## src/rtl/reg_file.sv

```systemverilog
// reg_file: architectural register file with destination/writeback select.
// Ports: clk, rst_n (async, active low); RegWrite/RegDst/MemtoReg controls;
//   A1/A2/A3 register indices; ALUResult/ReadData writeback sources;
//   RD1/RD2 combinational operands; WriteReg/Result selected destination/value.
// Config: define REGFILE_BYPASS_EN for same-cycle write-to-read forwarding.
module reg_file #(
  parameter int DATA_WIDTH = 32,
  parameter int ADDR_WIDTH = 5
) (
  input  logic                  clk,
  input  logic                  rst_n,
  input  logic                  RegWrite,
  input  logic                  RegDst,
  input  logic                  MemtoReg,
  input  logic [ADDR_WIDTH-1:0] A1,
  input  logic [ADDR_WIDTH-1:0] A2,
  input  logic [ADDR_WIDTH-1:0] A3,
  input  logic [DATA_WIDTH-1:0] ALUResult,
  input  logic [DATA_WIDTH-1:0] ReadData,
  output logic [DATA_WIDTH-1:0] RD1,
  output logic [DATA_WIDTH-1:0] RD2,
  output logic [ADDR_WIDTH-1:0] WriteReg,
  output logic [DATA_WIDTH-1:0] Result
);

  localparam int DEPTH = 2 ** ADDR_WIDTH;

  logic [DATA_WIDTH-1:0] regs_q [DEPTH];
  logic                  wr_en;

  assign WriteReg = RegDst ? A3 : A2;
  assign Result   = MemtoReg ? ReadData : ALUResult;

  // rst_n gates the enable so a held reset also blocks forwarding.
  assign wr_en = rst_n && RegWrite && (WriteReg != '0);

  // Entry 0 is cleared by reset and never written, so it stays zero.
  always_ff @(posedge clk or negedge rst_n) begin
    if (!rst_n) begin
      for (int i = 0; i < DEPTH; i++) begin
        regs_q[i] <= '0;
      end
    end else if (wr_en) begin
      regs_q[WriteReg] <= Result;
    end
  end

  function automatic logic [DATA_WIDTH-1:0] rd_port(
    input logic [ADDR_WIDTH-1:0] a
  );
    logic [DATA_WIDTH-1:0] d;
    d = regs_q[a];
    if (a == '0) begin
      d = '0;
    end
`ifdef REGFILE_BYPASS_EN
    else if (wr_en && (a == WriteReg)) begin
      d = Result;
    end
`endif
    return d;
  endfunction

  always_comb begin
    RD1 = rd_port(A1);
    RD2 = rd_port(A2);
  end

endmodule

```

## config.mk

```make
export PLATFORM = sky130hd
export DESIGN_NAME = reg_file
export DESIGN_NICKNAME = d
export VERILOG_FILES = /design/src/rtl/reg_file.sv
export SDC_FILE = /design/constraint.sdc
export NUM_CORES = 2
export LEC_CHECK = 0
export BUFFER_PORTS_ARGS = -buffer_cell sky130_fd_sc_hd__buf_2
export CORE_MARGIN = 4
export CORE_UTILIZATION = 40
export CTS_BUF_LIST = sky130_fd_sc_hd__clkbuf_16
export DETAILED_ROUTE_END_ITERATION = 7
export PLACE_DENSITY = 0.59
export SETUP_SLACK_MARGIN = 0.05
export SLEW_MARGIN = 5
export SYNTH_ARGS = -nofsm -noshare
export SYNTH_HDL_FRONTEND = slang
export SYNTH_SLANG_ARGS = --single-unit
```

## constraint.sdc

```tcl
create_clock -name clk -period 2.1 [get_ports clk]
set_input_delay 0.105 -clock clk [delete_from_list [all_inputs] [get_ports clk]]
set_output_delay 0.105 -clock clk [all_outputs]
set_load 0.01 [all_outputs]
```

==> flow_metrics.py <==
metrics = {
    "finish": {
        "largest_reg_flops": 1024,
        "drive_gt1_share_pct": 29.30,
        "final_common_cell": "dfrtp_1",
        "nNetsFinal": 5082,
        "final_cell_mix": "dfrtp_1 (1024), nand2_1 (722), o21ai_0 (674), mux4_2 (486), nor2_1 (323)",
        "reg_top3": "regs_q: 1024 flops",
        "area_growth_pct": 21.67,
        "layout.cells.non_filler": 6844,
        "largest-register": "regs_q",
    },
    "floorplanning": {
        "die_y_um": 372.9,
        "core_area_um2": 131800,
        "rows": 133,
        "die_area_um2": 139000,
        "num_io_pins": 185,
        "dieWidth_um": 372.9,
        "start_util_pct": 40.40,
    },
    "detailed_routing": {
        "detail_route.wl_per_cell_um": 25.88,
        "via_per_inst": 5.925,
        "dr.pass1.iters": 5,
        "drc": 0,
        "antenna_left": 0,
        "wl_um": 177100,
        "drtIter0Drc": 4480,
        "via_count": 40553,
    },
    "synthesis": {
        "synth-edff-count": 0,
        "synthesis.instances": 4701,
        "synthesis.nets": 4785,
        "dominantRegCellSynth": "dfrtp_1",
        "ys_ff_latch": 1024,
        "syn_area_per_cell_um2": 11.33,
        "yosysWarningCount": 0,
        "synth_seq_area_share_pct": 48.12,
        "async_flop_share_pct": 100.0,
        "ys_types": 46,
        "netlist_area_um2": 53250,
    },
    "sta": {
        "whs_ns": -0.006418,
        "clock.fmax_mhz": 384.8,
        "fin_ws_ns": -0.4990,
        "fin_skew_ns": 0,
        "rsz0062_at_grt": "true",
        "fin_setup_tns_ns": -23.21,
        "fin_crit_sh_pct": 123.8,
        "worst_pin_slew_ns": 0.9714,
        "finalSetupViolCount": 64,
        "period_needed_ns": 2.599,
        "drv_slew": 0,
        "maxSlewHeadroom_pct": 35.24,
        "finalHoldViolCount": 3,
    },
    "place": {
        "post-place-ws_ns": -0.1697,
        "gp_congestion": 0.8727,
        "io_buffers": 184,
        "dp.final_hpwl_um": 114700,
        "dpl.cell_count": 6473,
    },
    "clock_tree": {
        "cts_tree": "done",
        "clock-sinks": 1024,
        "cts.clk_slew.worst_paths_ns": 0.06,
        "numCtsBuffers": 108,
        "h-tree-depth": 3,
        "root_buffer": "clkbuf_16",
        "clock_latency_ns": 0.72,
        "clockBufferDepth": 3,
    },
    "global_routing": {
        "antenna_found_initial": 2,
        "grt_pass1_wl_um": 267600,
        "grt_pass1_vias": 40615,
        "grt-ovfl-total": 0,
        "grt_max_degree": 165,
        "grt_util_all_layers_pct": 25.28,
    },
    "pwr": {
        "power_mw": 57.71,
        "p_sw_share_pct": 29.30,
        "power.switching_mw": 16.91,
        "internal_power_mw": 40.80,
        "clkPwrFrac_pct": 33.0,
        "p_comb_share_pct": 22.4,
        "power_frac_seq_pct": 44.6,
        "leakage_nw": 28.54,
        "power_density_nw_per_um2": 890.8,
        "irDropWorstVdd_mv": 0.8074,
    },
    "critical_path": {
        "cp-start-kind": "flop",
        "worstPathArrival_ns": 2.49,
        "required_ns": 2.00,
        "startpoint": "regs_q[291]$_DFFE_PN0P_",
        "cp_max_fo": 3,
        "r2r-start": "regs_q[493]$_DFFE_PN0P_",
        "critPathKind": "reg2out",
        "cp-end-kind": "output pin",
    },
    "outcome": {
        "violations": "negative hold slack, negative setup slack",
        "outcome": "finished with violations",
    },
    "hold_path": {
        "hold_class": "in2reg",
        "hold_start": "ALUResult[22]",
    },
    "run": {
        "maxCapViolations": 0,
    },
}
-- per-stage QoR --
step / utilization [%] / cell area (um^2)
after global routing: 49.16 / 64790
final: 49.16 / 64790
after floorplan: - / 53250
after CTS: 48.96 / 64530
after detailed placement: 44.63 / 58830
after global placement: 44.63 / 58830
-- worst paths after layout --
path                                            to  slack [ns]  cells past startpoint
max                                         RD2[3]       -0.50                      4
min                        regs_q[118]$_DFFE_PN0P_      -0.006                      4
max reg2reg                regs_q[493]$_DFFE_PN0P_        0.87                      3
min reg2reg                regs_q[997]$_DFFE_PN0P_        0.40                      0
max in group asynchronous  regs_q[499]$_DFFE_PN0P_        0.20                      5
min in group asynchronous  regs_q[278]$_DFFE_PN0P_        0.04                      3
-- cells in the mapped netlist (3+ instances only) --
master	number	area, um^2
mux2i_1	272	2723
dfrtp_1	1024	25620
and3_1	3	18.77
buf_4	20	150.1
o22ai_1	36	225.2
nand3_1	5	25.02
buf_2	147	735.7
a22oi_1	14	105.1
mux4_2	479	10790
inv_1	35	131.4
buf_6	10	112.6
a21oi_1	362	1812
o21ai_0	675	3378
nand2b_1	6	37.54
a21o_1	25	187.7
mux4_1	9	236.5
and3b_1	4	35.03
nand2_1	722	2710
nand3_2	19	190.2
buf_1	17	63.81
a22o_1	12	105.1
o21ai_1	35	175.2
clkbuf_1	317	1190
o22ai_2	4	50.05
nor2_1	324	1216
nor3_1	9	45.04
o221ai_1	4	35.03
mux2_2	42	473.0
nor2b_1	5	31.28
a31oi_1	12	75.07
a221o_1	32	320.3
-- worst max-delay path: stages, from the launching register on --
cell and delay [ns]:
dfrtp_1 0.44, mux4_2 0.47, mux4_2 0.47, a21o_4 0.26, buf_6 0.13
-- power groups by stage --
stage | clock network [mW] | logic (mW) | registers [mW]
4_1_cts | 19.4 | 12.7 | 25.6
2_1_floorplan | 0 | 8.10 | 25.0
6_report | 19.1 | 12.9 | 25.7
3_3_place_gp | 0 | 11.2 | 25.8
3_5_place_dp | 0 | 11.5 | 26.0
5_1_grt | 20.2 | 14.1 | 26.1
-- final cells by class --
cell class,instances,area (um^2)
fill,11615,67010
multi-input combinational,3128,26240
sequential,1024,25620
timing repair buffer,701,7138
clock buffer,108,2703
tap,1755,2196
clock inverter,92,758.2
inverter,35,131.4
antenna,1,2.502
-- repair_timing --
action                     4_1_cts  5_1_grt
setup endpoints to repair       64      465
pin swaps                       91       20
buffers inserted                92       16
hold buffers                    76       10
resized for setup              199       51
hold endpoints to repair      1418      165
-- kinds of logic after synthesis --
| kind of cell | after synthesis | synth area share, % |
|---|---|---|
| compound gates | 1215 | 12.25 |
| simple gates | 1111 | 8.360 |
| flops | 1024 | 48.12 |
| mux | 802 | 26.70 |
| buf+inv | 549 | 4.570 |
-- per-layer routing --
metal	up-vias	share of wire (%)	track usage (%)	routed length, um
li1	17632	-	-	-
met1	20789	43	36.34	75420
met2	1823	47	39.91	82410
met3	309	8.1	4.525	14430
met4	0	2.7	6.528	4830
met5	-	0	0	0
(Power assumes the default switching activity.)
